**config.mk**
```make
export PLATFORM = sky130hd
export DESIGN_NAME = uart_tx_arbiter
export DESIGN_NICKNAME = d
export VERILOG_FILES = /design/src/rtl/uart_tx_arbiter.sv
export SDC_FILE = /design/constraint.sdc
export NUM_CORES = 1
export LEC_CHECK = 0
export ABC_CLOCK_PERIOD_IN_PS = 2850
export CAP_MARGIN = 15
export CORE_ASPECT_RATIO = 1.5
export CORE_MARGIN = 2
export CORE_UTILIZATION = 50
export DETAILED_ROUTE_END_ITERATION = 10
export DONT_BUFFER_PORTS = 1
export GPL_ROUTABILITY_DRIVEN = 0
export HOLD_SLACK_MARGIN = 0.03
export SLEW_MARGIN = 20
export SYNTH_ARGS = -nofsm -noshare
export SYNTH_HDL_FRONTEND = slang
export SYNTH_SLANG_ARGS = --single-unit
```
**constraint.sdc**
```tcl
create_clock -name clock -period 2.85 [get_ports clock]
set_input_delay 0.57 -clock clock [delete_from_list [all_inputs] [get_ports clock]]
set_output_delay 0.57 -clock clock [all_outputs]
set_load 0.01 [all_outputs]
```
**src/rtl/uart_tx_arbiter.sv**
```systemverilog
// uart_tx_arbiter: shares one UART transmitter among NUM_REQ byte requesters and times each frame internally.
// Build option: define UART_TXARB_FIXED_PRIO_EN for lowest-index-wins priority instead of round-robin.
module uart_tx_arbiter #(
    parameter int NUM_REQ      = 4,
    parameter int CLKS_PER_BIT = 20,
    parameter int FRAME_BITS   = 11,
    parameter int GAP_CYCLES   = 2
) (
    input  logic                       clock,
    input  logic                       reset,
    input  logic [NUM_REQ-1:0]         req_valid,
    input  logic [8*NUM_REQ-1:0]       req_data,
    output logic [NUM_REQ-1:0]         req_ready,
    output logic                       tx_en,
    output logic [7:0]                 data_in,
    output logic                       busy,
    output logic [$clog2(NUM_REQ)-1:0] grant_id,
    output logic                       frame_done
);

    localparam int FRAME_CYCLES = CLKS_PER_BIT * FRAME_BITS;
    localparam int CNT_MAX      = (FRAME_CYCLES > GAP_CYCLES) ? FRAME_CYCLES : GAP_CYCLES;
    localparam int CW           = $clog2(CNT_MAX + 1);
    localparam int IDW          = $clog2(NUM_REQ);
    localparam int GAP_LOAD     = (GAP_CYCLES > 0) ? GAP_CYCLES - 1 : 0;

    typedef enum logic [1:0] {IDLE, START, SEND, GAP} state_e;

    state_e         state_q, state_d;
    logic [CW-1:0]  cnt_q, cnt_d;
    logic [7:0]     data_q, data_d;
    logic [IDW-1:0] grant_q, grant_d;
    logic [IDW-1:0] winner;
    logic [IDW-1:0] idx;
    logic [7:0]     win_byte;
    logic           found;
    logic           handshake;
`ifndef UART_TXARB_FIXED_PRIO_EN
    logic [IDW-1:0] rr_ptr_q, rr_ptr_d;
    logic [IDW:0]   sum;
`endif

    // Winner search: rotating start just after the last grant, or plain lowest-index priority.
    always_comb begin
        winner = '0;
        found  = 1'b0;
        idx    = '0;
`ifndef UART_TXARB_FIXED_PRIO_EN
        sum    = '0;
`endif
        for (int k = 0; k < NUM_REQ; k++) begin
`ifdef UART_TXARB_FIXED_PRIO_EN
            idx = IDW'(k);
`else
            sum = {1'b0, rr_ptr_q} + (IDW+1)'(k + 1);
            idx = (sum >= (IDW+1)'(NUM_REQ)) ? IDW'(sum - (IDW+1)'(NUM_REQ)) : IDW'(sum);
`endif
            if (!found && req_valid[idx]) begin
                found  = 1'b1;
                winner = idx;
            end
        end
    end

    always_comb begin
        win_byte = '0;
        for (int k = 0; k < NUM_REQ; k++) begin
            if (winner == IDW'(k)) win_byte = req_data[8*k +: 8];
        end
    end

    always_comb begin
        req_ready = '0;
        if (reset && state_q == IDLE && found) req_ready[winner] = 1'b1;
    end

    assign handshake = |req_ready;

    // The counter is loaded at the handshake so that START already counts as the first frame cycle.
    always_comb begin
        state_d    = state_q;
        cnt_d      = cnt_q;
        data_d     = data_q;
        grant_d    = grant_q;
`ifndef UART_TXARB_FIXED_PRIO_EN
        rr_ptr_d   = rr_ptr_q;
`endif
        tx_en      = 1'b0;
        busy       = 1'b1;
        frame_done = 1'b0;
        case (state_q)
            IDLE: begin
                busy = 1'b0;
                if (handshake) begin
                    data_d   = win_byte;
                    grant_d  = winner;
`ifndef UART_TXARB_FIXED_PRIO_EN
                    rr_ptr_d = winner;
`endif
                    cnt_d    = CW'(FRAME_CYCLES - 1);
                    state_d  = START;
                end
            end
            START: begin
                tx_en   = 1'b1;
                cnt_d   = cnt_q - CW'(1);
                state_d = SEND;
            end
            SEND: begin
                if (cnt_q == '0) begin
                    frame_done = 1'b1;
                    if (GAP_CYCLES == 0) begin
                        state_d = IDLE;
                    end else begin
                        cnt_d   = CW'(GAP_LOAD);
                        state_d = GAP;
                    end
                end else begin
                    cnt_d = cnt_q - CW'(1);
                end
            end
            GAP: begin
                if (cnt_q == '0) state_d = IDLE;
                else             cnt_d   = cnt_q - CW'(1);
            end
            default: state_d = IDLE;
        endcase
    end

    always_ff @(posedge clock or negedge reset) begin
        if (!reset) begin
            state_q  <= IDLE;
            cnt_q    <= '0;
            data_q   <= '0;
            grant_q  <= '0;
`ifndef UART_TXARB_FIXED_PRIO_EN
            rr_ptr_q <= IDW'(NUM_REQ - 1);
`endif
        end else begin
            state_q  <= state_d;
            cnt_q    <= cnt_d;
            data_q   <= data_d;
            grant_q  <= grant_d;
`ifndef UART_TXARB_FIXED_PRIO_EN
            rr_ptr_q <= rr_ptr_d;
`endif
        end
    end

    assign data_in  = data_q;
    assign grant_id = grant_q;

endmodule

```
==> results of run 1 <==
## through the flow
stage | hold slack, ps | instances
after CTS | 127 | 203
after global routing | 120 | 203
after detailed placement | 275 | 198
final | 143 | 203
after global placement | 275 | 198
after floorplan | 274 | 164
## worst reg2reg max path, stage by stage (launching register included)
cell and delay [ps]:
dfrtp_1 400, inv_1 130, ha_1 170, nor4b_2 330, nand3b_1 190, o21ai_0 490, nor3_1 140, a22o_1 230
## repair_timing
item,in CTS,in global routing
endpoints found under the hold margin,20,0
buffers inserted,0,0
gates resized for setup,0,0
hold buffers,1,0
## final cells by class
type                       count  area [um2]
fill                         270        1280
multi-input combinational    127         913
sequential                    22         553
clock buffer                   4        55.1
tap                           39        48.8
timing repair buffer           4        32.5
inverter                       7        26.3
## where the power goes
group | internal [mW] | switching [mW]
logic | 0.435 | 0.543
clock network | 0.123 | 0.0962
registers | 0.480 | 0.165
## cell usage after synthesis, types with 4 or more instances
| cell type | n |
|---|---|
| nand3_1 | 5 |
| o21ai_0 | 8 |
| dfrtp_1 | 20 |
| nor3_1 | 6 |
| inv_1 | 7 |
| nand2_1 | 11 |
| mux2_2 | 6 |
| nor2_1 | 18 |
| buf_2 | 4 |
| ha_1 | 7 |
| a22o_1 | 4 |
| mux2i_1 | 9 |
| nor2b_1 | 5 |
## kinds of logic after synthesis
group	Yosys count
DFF	22
adders and majority gates	7
and+or+nand+nor	61
muxes	15
AOI/OAI and AO/OA	44
buffers and inverters	15
## worst paths after layout
path | end | slack [ps] | cells after the start
setup reg to reg | cnt_q[2] | 660 | 7
hold reg to reg | rr_ptr_q[1] | 510 | 2
hold / removal | rr_ptr_q[0] | 140 | 0
setup / recovery | req_ready[0] | 340 | 4
min in group clock | rr_ptr_q[1] | 510 | 2
max in group asynchronous | data_in[6] | 1390 | 1
## per-layer routing
metal / vias to the layer above / part of all wire (%) / routed length [um] / track usage [%]
met2: 39 / 53 / 1840 / 39.2
met3: 4 / 5.9 / 204 / 4.17
met5: - / 0 / 0 / 0
met1: 600 / 39 / 1350 / 23.4
li1: 607 / - / - / -
met4: 0 / 1.3 / 46 / 7.62
## sequential cells by signal, summed over array words and instances, names as in the netlist
name,flops
rr_ptr_q,2
grant_id,2
data_in,8
state_q,2
cnt_q,8
==> summary.txt, run 1 <==
Routing
  – Post-route ant nets: 0
  – DRT Pass-1 Iters: 4
  – Vias per inst: 6.16
  – WL final: 3.45 mm
  – Post-route DRC: 0
  – Via count: 1,250
  – Iteration-0 DRC Markers: 25
  – Wire length per cell: 17.0 um

Setup path
  – Worst EP arrival: 1940 ps
  – Worst path buffer plus inverter count: 0
  – Crit path from: rr_ptr_q[1]
  – Startpoint types: flop
  – Crit path max-delay family: flip-flops
  – Worst-path fanout max: 15
  – Crit path cell chain: nand2_1 -> a21oi_1 -> o221a_2 -> nor3b_1
  – Crit Path Category: reg -> out
  – Worst flop-to-flop path startpoint: cnt_q[0]
  – Worst path required time: 2280 ps
  – Crit path largest cell delay: 590 ps
  – Critical path's slowest cell: dfstp_2
  – Setup crit end kind: output port

Yosys
  – Gate Count Post-Synth: 164
  – Mean area per synthesized cell: 9.33 um2
  – Seq/Total Area, Yosys: 36.1%
  – Largest family of logic cells by synthesized area: compound AO/OA/AOI/OAI gates
  – Synth Area in Adders: 5.72%
  – Post-synthesis xor/xnor area fraction: 0%
  – Number of enable flip-flop cells after synthesis: 0
  – Prevailing post-synth register cell: dfrtp_1
  – Synth Cell Area: 1530 um2
  – Share of Yosys cell area claimed by the top area cell type: 32.7%
  – Post-synthesis register bit count: 22
  – Area fraction in and, or, nand and nor cells after synthesis: 21.1%
  – Synth Area in Compound Gates: 22.2%
  – Mux cell area share after synthesis: 10.3%
  – Ys async rst share: 100%
  – Syn Nets: 209
  – Main area contributors after synthesis: dfrtp_1 33%, mux2i_1 5.9%, ha_1 5.7%
  – Synth cell types: 46
  – Ys Warns: 0
  – Leading area contributor after synthesis: dfrtp_1

STA
  – Final period utilization: 87.9%
  – Setup total negative slack: 0 ps
  – Setup Skew: 4.68 ps
  – Min cycle time layout: 2510 ps
  – Final worst slack: 344 ps
  – Worst Max-Slew Pin Slew: 931 ps
  – Fin. Hold Viols: 0
  – Max Clk Rate: 399 MHz
  – Final setup viols: 0
  – RSZ-0062 raised after global routing: false
  – Slew Limit Fails: 0
  – Max-slew headroom at the worst pin: 37.7%

Final layout
  – N_diodes: 0
  – Fin util: 55.9%
  – Area delta synth->final: 6.46%
  – Layout Nets: 210
  – Commonest non-fill, non-tap cells in the layout: 20 x dfrtp_1, 18 x nor2_1, 11 x nand2_1, 9 x mux2i_1, 8 x o21ai_0
  – Layout cells sized above 1: 15.2%
  – Post-route cell area: 1630 um2
  – Leading cell type in the layout, fill and taps excluded: dfrtp_1

Global route
  – First-pass GRT wire length: 5.89 mm
  – Total track usage: 21.1%
  – Largest net degree at the start of global routing: 24
  – Initial antenna violation count: 0
  – Number of global-route vias before repair: 1,252
  – Grt ovf: 0

Floorplanning
  – FP Rows: 24
  – Die area: 3530 um2
  – Num ports: 55
  – Die Y: 71.8 um
  – Die width: 49.2 um
  – Initial Utilization: 52.5%
  – Core area: 2910 um2

Power and ir drop
  – Leakage: 0.688 nW
  – IR drop worst, VDD: 557 uV
  – PD cells: 1130 nW/um2
  – Overall power: 1.84 mW

Clocking
  – Clock Path Buffers: 2
  – CTS Sinks: 22
  – TritonCTS buffer count: 3
  – Clock root cell: clkbuf_8
  – Clk_lat worst skew: 260 ps
  – Clock transition at path regs: 80 ps
  – H-Tree Level Count: 1
  – CTS tree: yes

Placed design
  – Setup Slack @ Placement: 601 ps
  – Post-DP HPWL: 2.55 mm
  – DP Area: 1560 um2
  – Port Buffers: 0

Min path
  – Type of the most critical hold path: in -> async

Run status
  – Status: complete, no violations

Job
  – MaxCap Viol Count: 0
Power figures use the tool's default switching activity.
==> run 2: changes to the inputs <==
- CAP_MARGIN: 15 -> 25
==> run 2 against run 1 <==
  * Sequential power is essentially flat
  * Clock skew is essentially flat
  * Die area is the same
  * Clock power is essentially flat
  * Critical path type unchanged
==> summary.txt, run 2 (synthesis gave the netlist of run 1 again) <==
STA
  – Final period utilization: 87.9% (about the same)
  – Fin. Hold Viols: 0 (unchanged)
  – Setup total negative slack: 0 ps (unchanged)
  – Max-slew headroom at the worst pin: 63.1% (+25 points)
  – Min cycle time layout: 2500 ps (-1.20 ps)
  – Final setup viols: 0 (unchanged)
  – RSZ-0062 raised after global routing: false
  – Max Clk Rate: 399 MHz (about the same)
  – Worst Max-Slew Pin Slew: 548 ps (-383 ps)
  – Slew Limit Fails: 0 (unchanged)
  – Setup Skew: 4.71 ps (+0.0300 ps)

Placed design
  – Port Buffers: 0 (unchanged)
  – Post-DP HPWL: 2.55 mm (unchanged)
  – DP Area: 1560 um2 (unchanged)
  – Placed cell count: 198 (unchanged)

Setup path
  – Worst flop-to-flop path startpoint: cnt_q[0]
  – Worst-path fanout max: 15 (unchanged)
  – Setup crit end kind: output port
  – R2R setup slack: 670 ps (about the same)
  – FF-to-FF path depth: 7 (unchanged)
  – Crit Path Category: reg -> out
  – Worst reg2reg path endpoint: cnt_q[2]
  – Worst path required time: 2280 ps (about the same)
  – Worst EP arrival: 1930 ps (about the same)
  – Startpoint types: flop

Routing
  – Via count: 1,270 (+1.6%)
  – Post-route ant nets: 0 (unchanged)
  – DRT Pass-1 Iters: 4 (unchanged)
  – Wire length per cell: 16.9 um (-0.63%)
  – Vias per inst: 6.23 (+1.1%)
  – Post-route DRC: 0 (unchanged)
  – WL final: 3.44 mm (-0.15%)
  – Iteration-0 DRC Markers: 28 (+12%)

Clocking
  – Clock Path Buffers: 2 (unchanged)
  – CTS tree: yes
  – Clock root cell: clkbuf_8
  – Clk_lat worst skew: 260 ps (about the same)
  – TritonCTS buffer count: 3 (unchanged)
  – CTS Sinks: 22 (unchanged)
  – H-Tree Level Count: 1 (unchanged)
  – Clock transition at path regs: 80 ps (about the same)

Floorplanning
  – Num ports: 55 (unchanged)
  – Die width: 49.2 um (unchanged)
  – FP Rows: 24 (unchanged)
  – Initial Utilization: 52.5% (unchanged)
  – Die area: 3530 um2 (unchanged)
  – Core area: 2910 um2 (unchanged)
  – Die Y: 71.8 um (unchanged)

Final layout
  – Post-route cell area: 1640 um2 (+0.69%)
  – Layout cells sized above 1: 15.8% (+0.51 points)
  – Layout Nets: 211 (+0.48%)
  – Commonest non-fill, non-tap cells in the layout: 20 x dfrtp_1, 18 x nor2_1, 11 x nand2_1, 9 x mux2i_1, 8 x o21ai_0
  – N_diodes: 0 (unchanged)
  – Fin cells: 204 (+0.49%)
  – Leading cell type in the layout, fill and taps excluded: dfrtp_1
  – Area delta synth->final: 7.20%

Min path
  – Type of the most critical hold path: in -> async

Power and ir drop
  – Leakage: 0.694 nW (+0.88%)
  – Overall power: 1.84 mW (about the same)
  – IR drop worst, VDD: 556 uV (-0.16%)
  – PD cells: 1120 nW/um2 (-0.60%)

Global route
  – Largest net degree at the start of global routing: 24 (unchanged)
  – Total track usage: 21.1% (unchanged)
  – First-pass GRT wire length: 5.89 mm (unchanged)
  – Initial antenna violation count: 0 (unchanged)
  – Number of global-route vias before repair: 1,252 (unchanged)
  – Grt ovf: 0 (unchanged)

Run status
  – Status: complete, no violations

Job
  – MaxCap Viol Count: 0 (unchanged)
run 2: changes by cell type in the layout (fill, tap and decap cells not counted), sizes merged:
cell | previous run | this run
buf | 3 | 4
run 2: layout make-up:
cell class              count  area [um2]
well taps                  39        48.8
inverters                   7        26.3
fillers                   268        1270
clock buffers               4        55.1
repair buffers              5        43.8
flip-flops and latches     22         553
multi-input cells         127         913
run 2: timing repair:
action,in CTS,in global routing
gates resized for setup,0,0
endpoints found under the hold margin,20,0
setup buffers,0,0
hold buffers,1,0
run 2: power breakdown:
group / leakage (nW) / internal [mW] / switching [mW] / total (mW)
combinational: 0.404 / 0.436 / 0.544 / 0.980
sequential: 0.262 / 0.480 / 0.166 / 0.646
clock: 0.0288 / 0.123 / 0.0958 / 0.219
run 2: worst max-delay path by stage:
| stage | startpoint | to | cells after the start |
|---|---|---|---|
| after detailed placement | req_valid[1] | req_ready[0] | 4 |
| after global routing | cnt_q[0] | frame_done | 5 |
| final | rr_ptr_q[1] | req_ready[0] | 4 |
| after floorplan | rr_ptr_q[1] | req_ready[0] | 6 |
| after CTS | rr_ptr_q[1] | req_ready[0] | 4 |
| after global placement | req_valid[1] | req_ready[0] | 4 |
run 2: per-layer routing:
metal	wire (um)	GRT usage [%]	up-vias	part of all wire [%]
li1	-	-	610	-
met1	1350	23.4	615	39
met2	1840	39.2	41	53
met3	210	4.17	4	6.1
met4	46	7.62	0	1.3
met5	0	0	-	0
run 2: worst max-delay path, stage by stage, from the launching register on:
cell and delay [ps]:
dfstp_2 590, nand2_1 60, a21oi_1 160, o221a_2 420, nor3b_1 430
run 2: through the flow:
stage / utilization (%) / setup slack, ps / hold WS [ps]
finish: 56.3 / 345 / 143
global route: 56.3 / 188 / 120
CTS: 55.9 / 327 / 127
detailed placement: 53.7 / 601 / 275
global placement: 53.7 / 676 / 275
floorplan: - / 545 / 274
